==> config.mk <==
export PLATFORM = sky130hd
export DESIGN_NAME = conv_encoder_stream
export DESIGN_NICKNAME = d
export VERILOG_FILES = /design/src/rtl/conv_encoder_stream.sv
export SDC_FILE = /design/constraint.sdc
export NUM_CORES = 1
export LEC_CHECK = 0
export CAP_MARGIN = 20
export CORE_MARGIN = 3
export CORE_UTILIZATION = 30
export DETAILED_ROUTE_END_ITERATION = 8
export PLACE_DENSITY = 0.48
export SLEW_MARGIN = 20
export SYNTH_ARGS = -nofsm -noshare
export SYNTH_HDL_FRONTEND = slang
export SYNTH_SLANG_ARGS = --single-unit
==> constraint.sdc <==
create_clock -name i_clk -period 2.15 [get_ports i_clk]
set_input_delay 0.43 -clock i_clk [delete_from_list [all_inputs] [get_ports i_clk]]
set_output_delay 0.43 -clock i_clk [all_outputs]
set_load 0.02 [all_outputs]
==> src/rtl/conv_encoder_stream.sv <==
// ---------------------------------------------------------------------------
// conv_encoder_stream
//   Rate-1/2 convolutional encoder with a built-in serializer. It latches a
//   MSG_LEN-bit message when i_start rises and sends one 2-bit coded symbol
//   per clock, MSB first. Optionally K-1 zero tail bits follow, which flush
//   the trellis back to state 0.
//
// Ports
//   i_clk        in   1        rising-edge clock
//   i_rst_n      in   1        asynchronous active-low reset
//   i_start      in   1        level input; a rising edge in IDLE starts a frame
//   i_data       in   MSG_LEN  message, sampled only on the accepted start edge
//   o_data       out  2        coded symbol {G0 parity, G1 parity}
//   o_valid      out  1        o_data holds a valid symbol this cycle
//   o_busy       out  1        frame in progress (ENC or TAIL)
//   o_done       out  1        one-cycle pulse after the last symbol
//   o_dbg_state  out  2        current FSM state (IDLE=0, ENC=1, TAIL=2, DONE=3)
//
// Handshake: o_valid is a pure strobe with no ready. The consumer must take
// o_data in every cycle where o_valid=1. The symbols of a frame form one
// unbroken run.
// ---------------------------------------------------------------------------
module conv_encoder_stream #(
    parameter int           MSG_LEN = 8,
    parameter int           K       = 3,
    parameter logic [K-1:0] G0      = 3'b111,
    parameter logic [K-1:0] G1      = 3'b101,
    parameter bit           TAIL_EN = 1'b1
) (
    input  logic               i_clk,
    input  logic               i_rst_n,
    input  logic               i_start,
    input  logic [MSG_LEN-1:0] i_data,
    output logic [1:0]         o_data,
    output logic               o_valid,
    output logic               o_busy,
    output logic               o_done,
    output logic [1:0]         o_dbg_state
);

    typedef enum logic [1:0] {IDLE = 2'd0, ENC = 2'd1, TAIL = 2'd2, DONE = 2'd3} state_t;

    localparam int CW = $clog2(MSG_LEN + K);

    state_t             state;
    logic [CW-1:0]      idx;
    logic [MSG_LEN-1:0] msg;
    logic [K-2:0]       sr;
    logic               start_q;
    logic               start_edge;
    logic               u_cur;
    logic [K-2:0]       sr_cur;

    // Parity of the tapped bits. v = {u, sr}, and sr[K-2] is the most recent bit.
    function automatic logic [1:0] encode(input logic u, input logic [K-2:0] s);
        logic [K-1:0] v;
        v = {u, s};
        return {^(v & G0), ^(v & G1)};
    endfunction

    // Shift the new bit in at the top. The oldest bit falls off sr[0].
    function automatic logic [K-2:0] shift_in(input logic u, input logic [K-2:0] s);
        logic [K-2:0] n;
        n = s >> 1;
        n[K-2] = u;
        return n;
    endfunction

    assign start_edge  = i_start & ~start_q;
    assign o_dbg_state = state;

    // This is the bit encoded at the coming edge. In IDLE it is the message MSB.
    // The first symbol must appear in the cycle right after the start edge.
    // In that case the encoder starts from a cleared register.
    always_comb begin
        u_cur  = 1'b0;
        sr_cur = sr;
        case (state)
            IDLE: begin
                u_cur  = i_data[MSG_LEN-1];
                sr_cur = '0;
            end
            ENC:     u_cur = (idx != CW'(MSG_LEN)) ? msg[MSG_LEN-1] : 1'b0;
            default: u_cur = 1'b0;
        endcase
    end

    always_ff @(posedge i_clk or negedge i_rst_n) begin
        if (!i_rst_n) begin
            state   <= IDLE;
            idx     <= '0;
            msg     <= '0;
            sr      <= '0;
            start_q <= 1'b1;   // a switch already high at reset release is not an edge
            o_data  <= 2'b00;
            o_valid <= 1'b0;
            o_busy  <= 1'b0;
            o_done  <= 1'b0;
        end else begin
            start_q <= i_start;
            case (state)
                IDLE: begin
                    if (start_edge) begin
                        o_data  <= encode(u_cur, sr_cur);
                        sr      <= shift_in(u_cur, sr_cur);
                        msg     <= i_data << 1;   // MSB already consumed this edge
                        idx     <= CW'(1);
                        o_valid <= 1'b1;
                        o_busy  <= 1'b1;
                        state   <= ENC;
                    end
                end
                ENC: begin
                    if (idx != CW'(MSG_LEN)) begin
                        o_data <= encode(u_cur, sr_cur);
                        sr     <= shift_in(u_cur, sr_cur);
                        msg    <= msg << 1;
                        idx    <= idx + CW'(1);
                    end else if (TAIL_EN) begin
                        // The first tail symbol goes out here, so TAIL counts from 1.
                        o_data <= encode(1'b0, sr_cur);
                        sr     <= shift_in(1'b0, sr_cur);
                        idx    <= CW'(1);
                        state  <= TAIL;
                    end else begin
                        o_valid <= 1'b0;
                        o_busy  <= 1'b0;
                        o_done  <= 1'b1;
                        state   <= DONE;
                    end
                end
                TAIL: begin
                    if (idx != CW'(K - 1)) begin
                        o_data <= encode(1'b0, sr_cur);
                        sr     <= shift_in(1'b0, sr_cur);
                        idx    <= idx + CW'(1);
                    end else begin
                        o_valid <= 1'b0;
                        o_busy  <= 1'b0;
                        o_done  <= 1'b1;
                        state   <= DONE;
                    end
                end
                DONE: begin
                    o_done <= 1'b0;
                    state  <= IDLE;
                end
                default: state <= IDLE;
            endcase
        end
    end

endmodule

== After elaboration in Yosys (flattened, before gate mapping) ==
Index checks and enable logic that the tools add are counted.

* Reductions and logical operators: 14
* Equal/unequal tests: 10
* Bitwise gates (word level): 2
* Multiplexer cells: 27
* Add/subtract/negate cells: 1

{| class="wikitable"
|+ Operators by type and width
! kind !! count
|-
| 2-bit two-way mux || 10
|-
| 8-bit two-way mux || 2
|-
| 8-bit one-hot mux with 2 select lines || 1
|-
| 4-bit two-way mux || 3
|-
| 2-bit one-hot mux with 3 select lines || 2
|-
| 4-bit one-hot mux with 3 select lines || 1
|-
| 3-bit AND reduction || 4
|-
| 3-bit parity || 4
|-
| 2-bit inequality test, second input constant || 5
|-
| 2-bit one-hot mux with 4 select lines || 1
|-
| 1-bit one-hot mux with 2 select lines || 3
|-
| 2-bit nonzero test || 3
|-
| 4-bit by 1-bit adder with 4-bit output, second input constant || 1
|-
| 2-bit equality test, second input constant || 2
|-
| 1-bit two-way mux || 4
|-
| 4-bit by 2-bit inequality test with 1-bit output, second input constant || 1
|-
| 4-bit inequality test, second input constant || 1
|-
| 3-bit nonzero test || 1
|-
| 2-bit by 1-bit equality test with 1-bit output, second input constant || 1
|-
| 2-bit logical NOT || 1
|-
| 2-bit AND reduction || 1
|-
| 1-bit AND || 1
|-
| 1-bit inverter || 1
|}

* Output and inout port bits: 7
* Bits of input ports: 11
* Flip-flop bits (word level): 21

== Logic depth before layout (Yosys ltp) ==
* Word-level depth: 6
* Gate-level depth with buffers: 8
* Depth with buffers taken out: 6

== Worst setup path after synthesis ==
OpenSTA, ideal clock, no wires.

* Kind: reg2reg
* Start: register state[0] (netlist: o_dbg_state[0])
* End: register idx[3]
* Arrival: 1874 ps
* Slack: 199 ps
* Data required time: 2073 ps
* Cell stages (with the launch flop): 8
* Path through: dfrtp_1 > inv_1 > ha_1 > buf_6 > nor4bb_4 > a211o_4 > or3_1 > a21oi_1

* Word-level cells in the longest chain between the ends: 3
* Elaborated cells on any way between the ends: 8
* Classes of those cells: eq/ne: 4; mux: 1; reduce/logical: 3

{| class="wikitable"
|+ Ends and longest elaborated chain
! item !! RTL line !! RTL
|-
| start: declaration || 45 || <nowiki>state_t state;</nowiki>
|-
| start signal: assignment || 90 || <nowiki>state <= IDLE;</nowiki>
|-
| start signal: assignment || 110 || <nowiki>state <= ENC;</nowiki>
|-
| start signal: assignment || 124 || <nowiki>state <= TAIL;</nowiki>
|-
| 2-bit equality test (tied with other cells) || 101 || <nowiki>case (state)</nowiki>
|-
| 2-bit inequality test (no line) / 3-bit nonzero test (equally long branches) || - ||
|-
| 3-bit AND reduction (no line) || - ||
|-
| end signal: assignment || 118 || <nowiki>idx <= idx + CW'(1);</nowiki>
|-
| end signal: assignment || 136 || <nowiki>idx <= idx + CW'(1);</nowiki>
|-
| end: declaration || 46 || <nowiki>logic [CW-1:0] idx;</nowiki>
|}

Parallel ways exist; a longest one is shown, timed or not.
A chain may end at the register's enable or synchronous reset.

== Worst setup path after layout ==
* Start: register idx[0]
* End: register idx[3]

* Word-level cells in the longest chain between the ends: 3
* Elaborated cells on any way between the ends: 8
* Classes of those cells: add/sub: 1; eq/ne: 3; mux: 3; reduce/logical: 1

{| class="wikitable"
|+ Ends and longest elaborated chain
! item !! RTL line !! RTL
|-
| 4-bit by 1-bit adder with 4-bit output (tied with other cells) || 118, 136 ||
|-
| 4-bit two-way mux (tied with other cells) || 133 || <nowiki>if (idx != CW'(K - 1)) begin</nowiki>
|-
| 4-bit one-hot mux with 3 select lines / 3-bit AND reduction (equally long branches) || - ||
|}

Parallel ways exist; a longest one is shown, timed or not. The select of a mux whose other input is x is not followed.

==> results.sh <==
export IMPL_critPathMaxFanout=7
export IMPL_yosys_area_top_type_share=0.393
export IMPL_ys_ff_latch=20
export IMPL_nFillCells=374
export IMPL_drc=0
export IMPL_cts_tree="yes"
export IMPL_wl_um=2550
export IMPL_place_ws_ps=154
export IMPL_cts_setup_buffers=0
export IMPL_cts_made_buffers=3
export IMPL_cts_max_level=1
export IMPL_num_io_pins=18
export IMPL_synth_xor_area_frac=0.00725
export IMPL_synthTopCellsByArea="dfrtp_1 (39%), mux2i_1 (8.3%), ha_1 (7.2%)"
export IMPL_fmax_ghz=0.539
export IMPL_via_count=950
export IMPL_peakVddDrop_v=0.000568
export IMPL_hold_class="reg -> reg"
export IMPL_crit_type="reg -> reg"
export IMPL_cp_slowest_stage_delay_ps=450
export IMPL_fin_nets=165
export IMPL_grt_overflow_total=0
export IMPL_synth_fa_ha_area_frac=0.0725
export IMPL_postRouteAntennaNets=0
export IMPL_p_leak_nw=0.647
export IMPL_powerDensity_nw_per_um2=1570
export IMPL_slew_headroom=0.672
export IMPL_start_util=0.321
export IMPL_grt_max_degree=15
export IMPL_antenna_found_initial=0
export IMPL_cts_buffer_depth=2
export IMPL_setup_viol=0
export IMPL_fp_dieH_um=69.5
export IMPL_fin_tns_setup_ps=0
export IMPL_post_cts_resized=0
export IMPL_finClkSkew_ps=5.22
export IMPL_drive_gt1_frac=0.123
export IMPL_cts_root_buf="clkbuf_8"
export IMPL_io_buffer_count=17
export IMPL_routed_via_density=4.90
export IMPL_synth_nets=141
export IMPL_period_share=0.863
export IMPL_yosysWarnings=0
export IMPL_holdCritStartpoint="o_data[0]"
export IMPL_worstPathCellList="inv_1, ha_1, nor4bb_4, a211o_4, or3_1, a21oi_1"
export IMPL_clk_pin_slew_worst_paths_ps=80
export IMPL_drtIter0Drc=67
export IMPL_synthesis_area_um2=1210
export IMPL_period_minus_slack_ps=1850
export IMPL_first_pass_iters=4
export IMPL_num_rows=22
export IMPL_fin_ws_ps=295
export IMPL_yosys_area_share_simple=0.154
export IMPL_path_delay_family="simple AND/OR/NAND/NOR gates"
export IMPL_crit_path_start="idx[0]"
export IMPL_dieArea_um2=4830
export IMPL_diodes=0
export IMPL_syn_avg_cell_area_um2=9.83
export IMPL_status="completed"
export IMPL_tightest_slew_ps=491
export IMPL_synth_mux_area_fraction=0.0921
export IMPL_hpwl_um=1990
export IMPL_place_area_um2=1460
export IMPL_synth_top_family_by_area="compound AO/OA/AOI/OAI gates"
export IMPL_final_cell_mix="dfrtp_1 (19), clkdlybuf4s50_1 (17), nor2_1 (15), a21oi_1 (13), mux2i_1 (10)"
export IMPL_wl_per_cell_um=13.1
export IMPL_die_x_um=69.5
export IMPL_grt_pass1_vias=1015
export IMPL_drv_slew=0
export IMPL_slowest_stage="dfrtp_1"
export IMPL_cp_end_kind="register"
export IMPL_synth_compound_area_frac=0.204
export IMPL_routabilityCongestion=0.846
export IMPL_cts_sinks=20
export IMPL_hold_viol=0
export IMPL_clk_latency_ps=260
export IMPL_cp_required_ps=2340
export IMPL_grt_pass1_wl_um=4770
export IMPL_max_cap_violations=0
export IMPL_cts_hold_fix_buffers=0
export IMPL_cp_arrival_ps=2040
export IMPL_netlist_instances=123
export IMPL_synth_top_cell_by_area="dfrtp_1"
export IMPL_crit_buf_inv=1
export IMPL_layout_commonest_cell="dfrtp_1"
export IMPL_area_growth_pct=24.4
export IMPL_stdcell_area_um2=1500
export IMPL_crit_path_start_kind="register"
export IMPL_yosysSeqAreaShare=0.415
export IMPL_core_area_um2=3770
export IMPL_track_usage=0.120
export IMPL_synth_cell_types=40
export IMPL_r2r_start="idx[0]"
export IMPL_rsz0062_at_grt="no"
final timing paths:
kind	end	slack [ps]	cells after the start
max	idx[3]	300	6
min	o_data[0]	490	2
max reg2reg	idx[3]	300	6
min reg2reg	o_data[0]	490	2
max in group asynchronous	sr[1]	1110	2
min in group asynchronous	msg[2]	500	1
cell usage after synthesis (all sizes together):
library cell / instances
dfrtp: 19
nor2: 15
a21oi: 13
mux2i: 10
inv: 9
ha: 7
nand2: 6
buf: 5
nand3: 5
o21ai: 5
a211oi: 3
a21bo: 2
a31oi: 2
o21a: 2
a211o: 1
a221oi: 1
a222oi: 1
and2: 1
and3: 1
and4b: 1
dfstp: 1
mux2: 1
nand2b: 1
nand3b: 1
nand4: 1
nor4bb: 1
o2111ai: 1
o221ai: 1
o22ai: 1
o2bb2ai: 1
o31ai: 1
or3: 1
or3b: 1
xor2: 1
flip-flops by register name, indices dropped and copies added (netlist names):
signal       flops
msg              7
idx              4
o_data           2
o_dbg_state      2
sr               2
o_busy           1
o_done           1
start_q          1
routing by layer:
metal,share of wire,global-route usage,vias up,wire length [um]
met4,0.0075,0.0282,0,19
met2,0.46,0.192,16,1180
met3,0.037,0.0333,2,94
li1,-,-,486,-
met1,0.49,0.162,446,1250
met5,0,0,-,0
area by class of cell:
type / instances / area [um2] / area share
inverters: 9 / 33.8 / 0.0225
well taps: 48 / 60.1 / 0.0399
clock buffers: 4 / 45.0 / 0.0300
repair buffers: 24 / 223 / 0.148
flip-flops and latches: 20 / 502 / 0.334
multi-input cells: 89 / 641 / 0.426
worst min-delay path: stages (launching register included):
cell,delay (ps)
dfrtp_1,350
nand2_1,50
o31ai_1,50
stage by stage:
stage	hold slack (ps)	total power, mW	cells	utilization
2_1_floorplan	134	1.70	123	-
3_3_place_gp	499	2.10	190	0.387
3_5_place_dp	483	2.12	190	0.387
4_1_cts	499	2.38	194	0.399
5_1_grt	535	2.62	194	0.399
6_report	490	2.36	194	0.399
kinds of logic (layout without fill, tap and decap cells):
group,count (synthesis),in the layout
adders and majority gates,7,7
and+or+nand+nor,35,35
buffers and inverters,14,37
AOI/OAI and AO/OA,35,35
DFF,20,20
muxes,11,11
xor gates and xnor gates,1,1
report_power, final:
part,leakage (nW),switching [mW],internal (mW)
sequential,0.236,0.137,0.546
combinational,0.388,0.761,0.655
clock,0.0228,0.123,0.132
Note: power is estimated with default switching activity, not from simulation.
